<file path="config.mk">
export PLATFORM = sky130hd
export DESIGN_NAME = game_flow_sequencer
export DESIGN_NICKNAME = d
export VERILOG_FILES = /design/src/rtl/game_flow_sequencer_pkg.sv /design/src/rtl/game_flow_sequencer_watchdog.sv /design/src/rtl/game_flow_sequencer.sv
export SDC_FILE = /design/constraint.sdc
export NUM_CORES = 1
export LEC_CHECK = 0
export ABC_AREA = 1
export ABC_CLOCK_PERIOD_IN_PS = 1700
export CAP_MARGIN = 10
export CORE_MARGIN = 2
export CORE_UTILIZATION = 50
export DETAILED_ROUTE_END_ITERATION = 10
export PLACE_DENSITY = 0.75
export REMOVE_ABC_BUFFERS = 1
export SETUP_SLACK_MARGIN = 0.05
export SLEW_MARGIN = 20
export SYNTH_ARGS = -nofsm -noshare
export SYNTH_HDL_FRONTEND = slang
export SYNTH_SLANG_ARGS = --single-unit
</file>
<file path="constraint.sdc">
create_clock -name clk -period 1.7 [get_ports clk]
set_input_delay 0.255 -clock clk [delete_from_list [all_inputs] [get_ports clk]]
set_output_delay 0.255 -clock clk [all_outputs]
set_load 0.05 [all_outputs]
</file>
<file path="src/rtl/game_flow_sequencer_pkg.sv">
// Shared encodings and default sizing for the game flow sequencer.
package game_flow_sequencer_pkg;

    typedef enum logic [2:0] {
        GAME_IDLE    = 3'd0,
        GAME_PLAYING = 3'd1,
        GAME_VICTORY = 3'd2,
        GAME_DEFEAT  = 3'd3,
        GAME_ERROR   = 3'd4
    } game_state_e;

    typedef enum logic [2:0] {
        ONPLAY_WAITING   = 3'd0,
        ONPLAY_DRAW      = 3'd1,
        ONPLAY_CALCVALUE = 3'd2,
        ONPLAY_MOVE      = 3'd3,
        ONPLAY_COLLISION = 3'd4,
        ONPLAY_CHECKING  = 3'd5
    } onplay_state_e;

    localparam logic [1:0] PHASE_1 = 2'd0;
    localparam logic [1:0] PHASE_2 = 2'd1;
    localparam logic [1:0] PHASE_3 = 2'd2;
    localparam logic [1:0] PHASE_4 = 2'd3;

    localparam int GAME_NUM_PHASES    = 4;
    localparam int GAME_MAX_PHASE_CNT = 124;
    localparam int GAME_MAX_ENEMY_ROW = 3;
    localparam int GAME_MAX_ENEMY_COL = 5;
    localparam int GAME_MAX_ENEMY     = GAME_MAX_ENEMY_ROW * GAME_MAX_ENEMY_COL;
    localparam int GAME_PLAYER_LIVES  = 3;
    localparam int GAME_STAGE_TIMEOUT = 1023;

    // Stages that wait on a datapath acknowledge.
    function automatic logic is_active_stage(input onplay_state_e s);
        return (s == ONPLAY_DRAW) || (s == ONPLAY_CALCVALUE) ||
               (s == ONPLAY_MOVE) || (s == ONPLAY_COLLISION);
    endfunction

endpackage

</file>
<file path="src/rtl/game_flow_sequencer_watchdog.sv">
// Stage watchdog: counts cycles a stage has waited for its acknowledge and
// flags the cycle on which the wait reaches TIMEOUT.
module stage_watchdog
    import game_flow_sequencer_pkg::*;
#(
    parameter int TIMEOUT = GAME_STAGE_TIMEOUT
) (
    input  logic clk,
    input  logic rst,
    input  logic clear,
    input  logic run,
    output logic timeout
);

    localparam int CNT_W = $clog2(TIMEOUT + 1);

    logic [CNT_W-1:0] cnt_q, cnt_d, cnt_eff;

    // clear arrives on the first cycle of a stage, so it masks the stale count.
    always_comb begin
        cnt_eff = clear ? '0 : cnt_q;
        timeout = run && (cnt_eff == CNT_W'(TIMEOUT - 1));
        cnt_d   = cnt_eff;
        if (run && (cnt_eff != CNT_W'(TIMEOUT))) begin
            cnt_d = cnt_eff + CNT_W'(1);
        end
    end

    always_ff @(posedge clk) begin
        if (rst) begin
            cnt_q <= '0;
        end else begin
            cnt_q <= cnt_d;
        end
    end

endmodule

</file>
<file path="src/rtl/game_flow_sequencer.sv">
// Per-frame game sequencer: game state, in-frame stage and difficulty phase.
// Optional build macro STAGE_WATCHDOG_EN adds a per-stage timeout to ERROR.
module game_flow_sequencer
    import game_flow_sequencer_pkg::*;
#(
    parameter int NUM_PHASES    = GAME_NUM_PHASES,
    parameter int PHASE_W       = 2,
    parameter int MAX_PHASE_CNT = GAME_MAX_PHASE_CNT,
    parameter int MAX_ENEMY     = GAME_MAX_ENEMY,
    parameter int ENEMY_CNT_W   = 4,
    parameter int PLAYER_LIVES  = GAME_PLAYER_LIVES,
    parameter int STAGE_TIMEOUT = GAME_STAGE_TIMEOUT
) (
    input  logic                   clk,
    input  logic                   rst,
    input  logic                   start,
    input  logic                   frame_tick,
    input  logic                   stage_done,
    input  logic [ENEMY_CNT_W-1:0] enemy_alive,
    input  logic                   player_hit,
    output logic [2:0]             game_state,
    output logic [2:0]             onplay_state,
    output logic                   stage_start,
    output logic [PHASE_W-1:0]     phase,
    output logic [2:0]             lives,
    output logic                   frame_overrun
);

    localparam int                 PCNT_W     = $clog2(MAX_PHASE_CNT + 1);
    localparam logic [PHASE_W-1:0] PHASE_TOP  = PHASE_W'(NUM_PHASES - 1);
    localparam logic [2:0]         LIVES_INIT = 3'(PLAYER_LIVES);

    game_state_e          game_q, game_d;
    onplay_state_e        onplay_q, onplay_d;
    logic [PHASE_W-1:0]   phase_q, phase_d;
    logic [PCNT_W-1:0]    pcnt_q, pcnt_d;
    logic [2:0]           lives_q, lives_d;
    logic                 hit_q, hit_d;
    logic                 empty_q, empty_d;
    logic                 sstart_q, sstart_d;
    logic                 overrun_q, overrun_d;
    logic                 wd_timeout;
    logic                 unused_cfg;

    assign unused_cfg = ^{32'(MAX_ENEMY), 32'(STAGE_TIMEOUT)};

`ifdef STAGE_WATCHDOG_EN
    logic wd_run;

    assign wd_run = (game_q == GAME_PLAYING) && is_active_stage(onplay_q) && !stage_done;

    stage_watchdog #(
        .TIMEOUT(STAGE_TIMEOUT)
    ) u_stage_watchdog (
        .clk     (clk),
        .rst     (rst),
        .clear   (sstart_q),
        .run     (wd_run),
        .timeout (wd_timeout)
    );
`else
    assign wd_timeout = 1'b0;
`endif

    always_comb begin
        game_d    = game_q;
        onplay_d  = onplay_q;
        phase_d   = phase_q;
        pcnt_d    = pcnt_q;
        lives_d   = lives_q;
        hit_d     = hit_q;
        empty_d   = empty_q;
        sstart_d  = 1'b0;
        overrun_d = 1'b0;
        case (game_q)
            GAME_IDLE: begin
                if (start) begin
                    game_d   = GAME_PLAYING;
                    onplay_d = ONPLAY_WAITING;
                    lives_d  = LIVES_INIT;
                    phase_d  = PHASE_W'(PHASE_1);
                    pcnt_d   = '0;
                    hit_d    = 1'b0;
                end
            end
            GAME_PLAYING: begin
                // A tick outside WAITING is dropped, never queued.
                if (frame_tick && (onplay_q != ONPLAY_WAITING)) begin
                    overrun_d = 1'b1;
                end
                if (wd_timeout) begin
                    game_d   = GAME_ERROR;
                    onplay_d = ONPLAY_WAITING;
                end else begin
                    case (onplay_q)
                        ONPLAY_WAITING: begin
                            if (frame_tick) begin
                                onplay_d = ONPLAY_DRAW;
                                sstart_d = 1'b1;
                            end
                        end
                        ONPLAY_DRAW: begin
                            if (stage_done) begin
                                onplay_d = ONPLAY_CALCVALUE;
                                sstart_d = 1'b1;
                            end
                        end
                        ONPLAY_CALCVALUE: begin
                            if (stage_done) begin
                                onplay_d = ONPLAY_MOVE;
                                sstart_d = 1'b1;
                            end
                        end
                        ONPLAY_MOVE: begin
                            if (stage_done) begin
                                onplay_d = ONPLAY_COLLISION;
                                sstart_d = 1'b1;
                            end
                        end
                        ONPLAY_COLLISION: begin
                            if (player_hit) begin
                                hit_d = 1'b1;
                            end
                            if (stage_done) begin
                                onplay_d = ONPLAY_CHECKING;
                                empty_d  = (enemy_alive == '0);
                            end
                        end
                        ONPLAY_CHECKING: begin
                            onplay_d = ONPLAY_WAITING;
                            if (empty_q) begin
                                game_d = GAME_VICTORY;
                            end else if (hit_q && (lives_q <= 3'd1)) begin
                                lives_d = 3'd0;
                                game_d  = GAME_DEFEAT;
                            end else begin
                                if (hit_q) begin
                                    lives_d = lives_q - 3'd1;
                                end
                                hit_d = 1'b0;
                                if (pcnt_q == PCNT_W'(MAX_PHASE_CNT - 1)) begin
                                    pcnt_d = '0;
                                    if (phase_q != PHASE_TOP) begin
                                        phase_d = phase_q + PHASE_W'(1);
                                    end
                                end else begin
                                    pcnt_d = pcnt_q + PCNT_W'(1);
                                end
                            end
                        end
                        default: onplay_d = ONPLAY_WAITING;
                    endcase
                end
            end
            GAME_VICTORY, GAME_DEFEAT, GAME_ERROR: begin
                if (start) begin
                    game_d   = GAME_IDLE;
                    onplay_d = ONPLAY_WAITING;
                end
            end
            default: begin
                game_d   = GAME_IDLE;
                onplay_d = ONPLAY_WAITING;
            end
        endcase
    end

    always_ff @(posedge clk) begin
        if (rst) begin
            game_q    <= GAME_IDLE;
            onplay_q  <= ONPLAY_WAITING;
            phase_q   <= PHASE_W'(PHASE_1);
            pcnt_q    <= '0;
            lives_q   <= LIVES_INIT;
            hit_q     <= 1'b0;
            empty_q   <= 1'b0;
            sstart_q  <= 1'b0;
            overrun_q <= 1'b0;
        end else begin
            game_q    <= game_d;
            onplay_q  <= onplay_d;
            phase_q   <= phase_d;
            pcnt_q    <= pcnt_d;
            lives_q   <= lives_d;
            hit_q     <= hit_d;
            empty_q   <= empty_d;
            sstart_q  <= sstart_d;
            overrun_q <= overrun_d;
        end
    end

    assign game_state    = game_q;
    assign onplay_state  = onplay_q;
    assign stage_start   = sstart_q;
    assign phase         = phase_q;
    assign lives         = lives_q;
    assign frame_overrun = overrun_q;

endmodule

</file>
# After elaboration in Yosys (flattened, before gate mapping)

Cells that the tools add are included.

Output and inout port bits: 13
Input port bits: 10
Flip-flop bits (word level): 22

Magnitude comparators: 1
Reduce and logical (&&, ||, !) cells: 18
$add $sub $neg: 3
Bitwise operators: 1
Eq/ne operators: 30
Muxes and demuxes: 42

Operators with widths:

| cell                                                | count |
|---|---|
| 2-to-1 mux 3 bit                                    | 15 |
| 2-to-1 mux 7 bit                                    | 5 |
| != test 3 bit, second input constant                | 10 |
| != test 2 bit, second input constant                | 8 |
| case mux 3 bit (5 select lines)                     | 1 |
| case mux 7 bit (2 select lines)                     | 1 |
| equality test 3 x 2 -> 1 bit, second input constant | 4 |
| 2-to-1 mux 2 bit                                    | 6 |
| case mux 3 bit (2 select lines)                     | 2 |
| AND reduction 6 bit                                 | 2 |
| AND reduction 5 bit                                 | 2 |
| equality test 3 bit, second input constant          | 3 |
| case mux 3 bit (3 select lines)                     | 1 |
| adder 7 x 1 -> 7 bit, second input constant         | 1 |
| equality test 7 bit, second input constant          | 1 |
| 2-to-1 mux 1 bit                                    | 7 |
| AND reduction 7 bit                                 | 1 |
| equality test 3 x 1 -> 1 bit, second input constant | 2 |
| logical NOT 3 bit                                   | 2 |
| case mux 1 bit (2 select lines)                     | 3 |
| OR reduction 3 bit                                  | 2 |
| logical NOT 4 bit                                   | 1 |
| case mux 2 bit (2 select lines)                     | 1 |
| AND reduction 4 bit                                 | 1 |
| other kinds (12)                                    | 13 |

# Longest topological paths before layout

Gate-level depths: netlist (run 1).

Word-level depth: 7
Depth in mapped cells: 10

# Worst setup path before layout (run 1)

Ideal clock, no wire load.

Path kind: reg-to-reg
From: register lives_q[1] (netlist: lives[1])
To: register pcnt_q[2]
Data required time: 1,586 ps
Buffers on the path: 0
Period minus slack after synthesis: 1,862 ps
Arrival time: 1,747 ps
Setup slack: -162 ps
Stages on the path, launching flop included: 10
Cell sequence: dfxtp_1 inv_1 ha_1 o21bai_1 nand3_2 clkinv_1 nor2_4 nand2_1 nand2_2 nor2_1

Word-level cells in the longest chain between the ends: 4

Ends and longest elaborated chain:

| item                                 | line                       | RTL |
|---|---|---|
| from (decl)                          | game_flow_sequencer.sv:37  | `logic [2:0] lives_q, lives_d;` |
| from (signal assigned)               | game_flow_sequencer.sv:184 | `lives_q <= lives_d;` |
| <= comparator 3 x 1 -> 1 bit         | game_flow_sequencer.sv:133 | `end else if (hit_q && (lives_q <= 3'd1)) begin` |
| logical AND 1 bit                    | game_flow_sequencer.sv:133 |  |
| != test 2 bit (no source line)       | n/a                        |  |
| AND reduction 5 bit (no source line) | n/a                        |  |
| to (signal assigned)                 | game_flow_sequencer.sv:183 | `pcnt_q <= pcnt_d;` |
| to (decl)                            | game_flow_sequencer.sv:36  | `logic [PCNT_W-1:0] pcnt_q, pcnt_d;` |

No other way between the ends.
A chain may end at the register's enable or synchronous reset.

# Final worst setup path (run 1)

From: register lives_q[1] (netlist: lives[1])
To: register pcnt_q[0]

Same word-level chain as after synthesis.

==> results of run 1 <==
-- area by class of cell --
cell class                 count  area (µm²)  area share
inverter                      26         101      0.0625
clock buffer                   4        26.3      0.0162
sequential                    21         425       0.262
multi-input combinational    148         762       0.470
timing repair buffer          31         270       0.167
tap                           30        37.5      0.0231
-- cells in the final DEF, fill, tap and decap left out, drive strengths merged --
cell           count
dlygate4sd2        2
nor2              27
nand2             60
nand4              2
clkinvlp           1
dfxtp             21
o2111ai            1
nand3             21
clkbuf             4
clkinv             2
ha                 4
o21ai              8
o211ai             3
clkdlybuf4s50      9
o21bai             2
a21oi             16
or2                1
conb               1
buf               20
inv               23
nor3               2
-- per-stage QoR --
step | hold slack, ns | util | setup WS, ns | TNS, ns | std cells
after floorplan | 0.324 | - | -0.163 | -0.984 | 194
after global routing | 0.500 | 0.667 | 0.0511 | 0 | 260
after global placement | 0.451 | 0.631 | 0.0479 | 0 | 252
final | 0.469 | 0.667 | 0.154 | 0 | 260
after detailed placement | 0.455 | 0.631 | -0.00628 | -0.0154 | 252
after CTS | 0.471 | 0.640 | 0.0572 | 0 | 256
-- timing repair --
item | 4_1_cts | 5_1_grt
setup buffers | 0 | 3
pin swaps | 0 | 3
gates cloned | 0 | 1
gates resized for setup | 2 | 12
endpoints found under the setup margin | 2 | 9
-- worst min-delay path, stage by stage, from the launching register on --
cell and delay (ns):
dfxtp_1 0.33, nand2_1 0.06, a21oi_1 0.05
-- path summary, 6_finish.rpt --
| kind | start | end | slack (ns) | depth (start not counted) |
|---|---|---|---|---|
| worst max-delay path | lives[1] | pcnt_q[0] | 0.15 | 9 |
| worst min-delay path | hit_q | hit_q | 0.47 | 2 |
| worst max register to register | lives[1] | pcnt_q[0] | 0.15 | 9 |
| worst min register to register | hit_q | hit_q | 0.47 | 2 |
-- routing by layer --
metal  GRT usage  part of all wire  vias to the layer above
met5           0                 0                        -
met1       0.282              0.44                      598
met2       0.355              0.48                       41
li1            -                 -                      700
met4      0.0792             0.019                        0
met3      0.0246             0.062                        4
-- logic make-up after synthesis --
group                      synth area share
buffers and inverters                0.0947
adders and majority gates            0.0394
other                               0.00296
and+or+nand+nor                       0.392
AOI/OAI and AO/OA                     0.140
DFF                                   0.331
-- Yosys cell counts, types with 2 or more instances --
library cell	instances	area share
o21ai_2	2	0.014
inv_1	22	0.065
dfxtp_1	21	0.33
nand3_1	18	0.071
a21oi_1	15	0.059
o21bai_1	2	0.012
nor3_1	2	0.0079
o21ai_0	5	0.020
nand3_2	3	0.024
nor2_1	24	0.071
clkinv_1	3	0.0089
nand2_1	56	0.17
nand4_1	2	0.0099
nor2_4	2	0.018
nand2_2	4	0.020
ha_1	4	0.039
o211ai_1	3	0.018
-- where the power goes --
part / leakage, nW / total [mW] / switching, mW / internal, mW
registers: 0.170 / 0.540 / 0.0246 / 0.515
clock network: 0.0150 / 0.249 / 0.157 / 0.0917
logic: 0.557 / 0.341 / 0.218 / 0.123
total: 0.743 / 1.13 / 0.399 / 0.730
-- flip-flops by register name, indices dropped and copies added, names as in the netlist --
register / flops
stage_start: 1
pcnt_q: 7
frame_overrun: 1
empty_q: 1
hit_q: 1
game_state: 2
lives: 3
onplay_state: 3
phase: 2
==> results.md, run 1 <==
- Status: complete, no violations
- Area grow syn2layout: 27.9%
- Crit path largest cell delay: 0.39 ns
- Worst setup EP type: register
- Number of flops mapped to enable cells by yosys: 0
- Main flop type after synthesis: dfxtp_1
- Io pins: 23
- CTS root buf: clkbuf_4
- DIE WIDTH: 54.4 µm
- Power Density: 696 nW/µm²
- Global route total overflow: 0
- Fillers: 218
- Cells after Synth: 197
- Via/cell ratio: 5.17
- Seq/Total Area, Yosys: 0.331
- Final nets: 245
- Initial antenna violation count: 0
- Design area: 1620 µm²
- Final HPWL DP: 2.13 mm
- Ys async rst share: 0
- Total CTS buffers: 3
- Total Routing Usage GR: 0.214
- Tcrit/Tclk final: 0.910
- DR pass1 iterations: 4
- Unrepaired setup endpoints after global routing: no
- Initial core utilization: 0.522
- Number of buffers inserted by hold repair at cts: 0
- Minimum clock period: 1.55 ns
- Clk slew on worst S/H paths: 0.12 ns
- Global-route wire length before repair: 4.66 mm
- CP cell instances: inv_2, ha_1, o21bai_4, nand3_4, clkinvlp_4, nor2_4, nand2_1, nand2_2, a21oi_1
- Layout cell share with drive strength beyond 1: 0.191
- H-tree depth: 1
- Crit Path Max Fanout: 5
- CP Buf/Inv Count: 2
- DR iter-0 viols: 31
- Die area: 2960 µm²
- Worst Path Required: 1.91 ns
- Clock Path Buffers: 2
- Peak supply drop: 0.532 mV
- Final setup viols: 0
- Maximum clock frequency: 0.647 GHz
- Critical Path Slowest Stage Cell: dfxtp_4
- Gpl congestion: 0.882
- Largest net degree at the start of global routing: 12
- Critical Path AT: 1.76 ns
- Critical path class: register to register
- Total power: 1.13 mW
- TritonCTS clock tree: yes
- Placed cell areas: 1530 µm²
- Netlist Area Pre-Place: 1270 µm²
- Post-synth cell types: 26
- Worst Setup Start Kind: register
- Leak Pwr: 0.743 nW
- Pins Over Slew Limit: 0
- Final hold violations: 0
- Std cell rows: 18
- Sink Count: 21
- Clock Skew: 0.00188 ns
- Antenna diodes: 0
- Synth Area per Inst: 6.44 µm²
- Die Y: 54.4 µm
- Core ar.: 2430 µm²
- HP Class: register to register
- Max-cap viol count: 0
- DR WL/cell: 11.5 µm
- Post-DRT Antenna Nets: 0
- Port Buf Inserts: 21
- Top cell family by delay on the critical path: simple AND/OR/NAND/NOR gates
- Total wire length: 3.00 mm
- Worst skew pair latency: 0.31 ns
- Synth Warn #: 0
- Synth Register Bits: 21
- Vias in the first global route: 1,129
- # DRC: 0
- Routed vias: 1,343
Power figures use the tool's default switching activity.
==> inputs of run 2 (changes only) <==
--- a/config.mk
+++ b/config.mk
@@ -7,9 +7,10 @@
 export LEC_CHECK = 0
 export ABC_AREA = 1
 export ABC_CLOCK_PERIOD_IN_PS = 1700
-export CAP_MARGIN = 10
+export CAP_MARGIN = 0
 export CORE_MARGIN = 2
 export CORE_UTILIZATION = 50
+export CTS_BUF_LIST = sky130_fd_sc_hd__clkbuf_16
 export DETAILED_ROUTE_END_ITERATION = 10
 export PLACE_DENSITY = 0.75
 export REMOVE_ABC_BUFFERS = 1
==> run 2 against run 1 <==
Non-clock buffer count is 1 lower; clock skew is essentially flat; highest routed layer unchanged; maximum frequency shrank 4.0%.
==> results.md, run 2 (synthesis results as in run 1) <==
- Pins Over Slew Limit: 0
- Worst hold start: hit_q
- Clock Path Buffers: 2
- Antenna diodes: 0
- Total wire length: 3.01 mm
- Critical Path AT: 1.36 ns
- Worst Setup Start Kind: register
- Largest net degree at the start of global routing: 12
- Worst skew pair latency: 0.26 ns
- CTS root buf: clkbuf_16
- Leak Pwr: 0.757 nW
- R2R cell count: 9
- Critical Path Slowest Stage Cell: clkdlybuf4s50_1
- Clock Skew: 0.00152 ns
- Core ar.: 2430 µm²
- Global route total overflow: 0
- Io pins: 23
- Highest metal used: met4
- Crit path depth: 1
- DR pass1 iterations: 4
- Max-cap viol count: 0
- Clk slew on worst S/H paths: 0.06 ns
- Die area: 2960 µm²
- TritonCTS clock tree: yes
- CP cell instances: clkdlybuf4s50_1
- Commonest non-fill, non-tap cell in the layout: nand2_1
- Maximum clock frequency: 0.621 GHz
- Std cell rows: 18
- Unrepaired setup endpoints after global routing: no
- Power Density: 829 nW/µm²
- Reg-to-Reg End: pcnt_q[0]
- DR WL/cell: 11.6 µm
- Worst Path Required: 1.44 ns
- Worst r2r src: lives[1]
- Layout cell share with drive strength beyond 1: 0.183
- R2R setup slack: 0.14 ns
- Worst setup EP type: primary output
- Post-DRT Antenna Nets: 0
- Final nets: 244
- Crit Path Max Fanout: 1
- Met1 Wirelength: 1.36 mm
- H-tree depth: 1
- Peak supply drop: 0.603 mV
- Total Routing Usage GR: 0.220
- Area grow syn2layout: 31.4%
- Final HPWL DP: 2.13 mm
- Initial core utilization: 0.522
- Die Y: 54.4 µm
- Gpl congestion: 0.882
- Via/cell ratio: 5.18
- Critical path class: register to primary output
- Final Non-Filler Cells: 259
- Minimum clock period: 1.61 ns
- Max reg flops: 7
- Routed wl met3: 107 µm
- Status: complete, no violations
- # DRC: 0
- Min-Delay Endpoint: hit_q
- Sink Count: 21
- DR iter-0 viols: 25
- Global-route wire length before repair: 4.74 mm
- CP Buf/Inv Count: 1
- Total CTS buffers: 3
- Vias in the first global route: 1,139
- DIE WIDTH: 54.4 µm
- Total power: 1.38 mW
- Port Buf Inserts: 21
- Commonest cells after routing, fill and taps aside: 56 x nand2_1, 24 x nor2_1, 22 x inv_1
- Final setup viols: 0
- Top cell family by delay on the critical path: buffers and inverters
- Largest register by flop count: pcnt_q
- Post-Place Cells: 252
- Routed vias: 1,342
- Hold path cells: 2
- Tcrit/Tclk final: 0.947
- Number of buffers inserted by hold repair at cts: 0
- Final hold violations: 0
- Met2 wire length: 1.50 mm
- Crit path largest cell delay: 0.79 ns
- Initial antenna violation count: 0
- HP Class: register to register
==> run 2: cell count changes in the layout (fill, tap and decap cells not counted) <==
cell / delta
buf_4: -1
clkbuf_1: -1
clkbuf_16: +3
clkbuf_4: -3
clkdlybuf4s50_1: +2
dfxtp_1: +1
dfxtp_4: -1
dlygate4sd2_1: -2
inv_1: +1
==> run 2: worst max path at each step <==
stage                  start       endpoint  slack [ns]
6_report       frame_overrun  frame_overrun        0.09
5_1_grt             lives[1]      pcnt_q[0]        0.06
4_1_cts             lives[1]      pcnt_q[0]        0.07
3_5_place_dp           start      pcnt_q[2]      -0.006
3_3_place_gp           start      pcnt_q[3]        0.05
2_1_floorplan       lives[1]      pcnt_q[2]       -0.16
==> run 2: what timing repair did <==
item	in CTS	in global routing
buffers inserted	0	2
gates resized for setup	0	10
endpoints found under the setup margin	0	9
==> run 2: through the flow <==
step	setup slack, ns	hold slack, ns	utilization	setup TNS [ns]	instance area, µm²
after floorplan	-0.163	0.324	-	-0.984	1250
after global placement	0.0479	0.451	0.631	0	1530
after detailed placement	-0.00628	0.455	0.631	-0.0154	1530
after CTS	0.0672	0.462	0.663	0	1610
after global routing	0.0555	0.490	0.685	0	1670
final	0.0896	0.461	0.685	0	1670
==> run 2: metal layers <==
| metal | up-vias | global-route usage |
|---|---|---|
| met1 | 605 | 0.277 |
| met4 | 0 | 0.0917 |
| li1 | 703 | - |
| met5 | - | 0 |
| met3 | 5 | 0.0328 |
| met2 | 29 | 0.373 |
==> run 2: report_power, final <==
part	switching (mW)	total, mW	internal, mW
logic	0.218	0.342	0.124
registers	0.0244	0.540	0.515
clock network	0.186	0.500	0.314
==> run 2: layout make-up <==
cell class	instances	area, µm²
inverter	26	101
timing repair buffer	30	265
tap	30	37.5
clock buffer	3	75.1
sequential	21	422
clock inverter	1	3.75
fill	211	766
multi-input combinational	148	762
==> run 2: worst min-delay path, delay by kind of cell, from the launching register on <==
kind / cells / cell delay [ns]
simple gates: 1 / 0.06
flops: 1 / 0.31
compound gates: 1 / 0.05
==> inputs of run 3 (changes only) <==
--- a/config.mk
+++ b/config.mk
@@ -12,7 +12,7 @@
 export CORE_UTILIZATION = 50
 export CTS_BUF_LIST = sky130_fd_sc_hd__clkbuf_16
 export DETAILED_ROUTE_END_ITERATION = 10
-export PLACE_DENSITY = 0.75
+export PLACE_DENSITY_LB_ADDON = 0.25
 export REMOVE_ABC_BUFFERS = 1
 export SETUP_SLACK_MARGIN = 0.05
 export SLEW_MARGIN = 20
==> run 3 against run 2 <==
Maximum frequency is 3.6% higher; largest power group unchanged; die area unchanged; clock-buffer cell count is the same; clock skew about the same; critical path type is now register to register; routed wire length down 0.50%; clock power is 1% higher; setup slack better by 0.056 ns.
==> results.md, run 3 (synthesis results as in run 1) <==
- Status: complete, no violations
- CTS root buf: clkbuf_16
- HP Class: register to register
- Max-cap viol count: 0
- Area grow syn2layout: 26.6%
- DIE WIDTH: 54.4 µm
- Final nets: 240
- Initial antenna violation count: 0
- Final Util: 0.660
- Io pins: 23
- Top cell family by delay on the critical path: simple AND/OR/NAND/NOR gates
- CP cell instances: inv_1, ha_1, o21bai_1, nand3_2, inv_2, nor2_4, nand2_2, nand2_1, nand2_1, nor2_1
- Final HPWL DP: 2.17 mm
- Final setup viols: 0
- Largest net degree at the start of global routing: 14
- Worst skew pair latency: 0.26 ns
- Antenna diodes: 0
- Largest register by flop count: pcnt_q
- DR iter-0 viols: 31
- Maximum clock frequency: 0.643 GHz
- Commonest cells after routing, fill and taps aside: 56 x nand2_1, 24 x nor2_1, 23 x inv_1
- Post-DRT Antenna Nets: 0
- Std cell rows: 18
- Total wire length: 2.99 mm
- Clk slew on worst S/H paths: 0.06 ns
- Total Routing Usage GR: 0.215
- Final hold violations: 0
- Vias in the first global route: 1,110
- Sink Count: 21
- DR WL/cell: 11.7 µm
- Peak supply drop: 0.666 mV
- Gpl congestion: 0.866
- Leak Pwr: 0.744 nW
- Worst setup EP type: register
- # DRC: 0
- Global-route wire length before repair: 4.57 mm
- DR pass1 iterations: 4
- Die area: 2960 µm²
- Minimum clock period: 1.55 ns
- Number of buffers inserted by hold repair at cts: 0
- Clock Skew: 0.00168 ns
- Port Buf Inserts: 21
- Routed vias: 1,339
- Die Y: 54.4 µm
- Worst Path Required: 1.90 ns
- Layout cell share with drive strength beyond 1: 0.164
- Power Density: 853 nW/µm²
- Via/cell ratio: 5.25
- Clock Path Buffers: 2
- Unrepaired setup endpoints after global routing: yes
- Setup bufs post-CTS: 0
- Total CTS buffers: 3
- CP Buf/Inv Count: 2
- H-tree depth: 1
- TritonCTS clock tree: yes
- Critical path class: register to register
- Global route total overflow: 0
- Crit Path Max Fanout: 5
- Pre-CTS WS: -0.00668 ns
- Most used cell, CP: nand2_1
- Post-route worst setup slack: 0.146 ns
- Tcrit/Tclk final: 0.914
- Critical Path AT: 1.75 ns
- Total power: 1.37 mW
- Commonest non-fill, non-tap cell in the layout: nand2_1
- Critical Path Slowest Stage Cell: dfxtp_1
- Core ar.: 2430 µm²
- Fillers: 227
- Crit path largest cell delay: 0.35 ns
- Worst Setup Start Kind: register
- Initial core utilization: 0.522
- Pins Over Slew Limit: 0
- Max reg flops: 7
run 3: changes by cell type in the layout (fill, tap and decap cells not counted), sizes merged:
cell | before | now
buf | 19 | 17
clkdlybuf4s50 | 11 | 9
inv | 24 | 25
clkinvlp | 1 | 0
run 3: where the power goes:
part	total [mW]	switching (mW)	leakage, nW	internal, mW
clock	0.506	0.192	0.0423	0.314
sequential	0.536	0.0217	0.171	0.515
combinational	0.327	0.212	0.530	0.115
total	1.37	0.426	0.744	0.944
run 3: layer usage:
layer	global-route usage	up-vias	routed length [µm]
li1	-	692	-
met5	0	-	0
met2	0.369	46	1420
met3	0.0383	4	144
met1	0.252	597	1380
met4	0.113	0	46
run 3: path summary, 6_finish.rpt:
path         startpoint         to  slack (ns)  cells after the start
max            lives[1]  pcnt_q[2]        0.15                     10
min reg2reg       hit_q      hit_q        0.47                      2
max reg2reg    lives[1]  pcnt_q[2]        0.15                     10
min               hit_q      hit_q        0.47                      2
run 3: through the flow:
step	hold WS [ns]	setup TNS, ns	area (µm²)	std cells
after floorplan	0.324	-0.984	1250	194
after global placement	0.449	0	1510	250
after detailed placement	0.464	-0.0112	1510	250
after CTS	0.473	0	1590	254
after global routing	0.496	0	1610	255
final	0.468	0	1610	255
run 3: cell type report:
| type | count | area, µm² | area share |
|---|---|---|---|
| Multi-Input combinational cell | 148 | 742 | 0.462 |
| Clock inverter | 1 | 3.75 | 0.00234 |
| Sequential cell | 21 | 420 | 0.262 |
| Clock buffer | 3 | 75.1 | 0.0467 |
| Timing Repair Buffer | 26 | 230 | 0.143 |
| Inverter | 26 | 97.6 | 0.0607 |
| Tap cell | 30 | 37.5 | 0.0234 |
run 3: tightest hold or removal path, stage by stage (launching register included):
cell,delay [ns]
dfxtp_1,0.31
nand2_1,0.06
a21oi_1,0.05
run 3: repair_timing:
item | 4_1_cts | 5_1_grt
hold endpoints to repair | 0 | 0
gates resized for setup | 0 | 4
setup endpoints to repair | 0 | 9
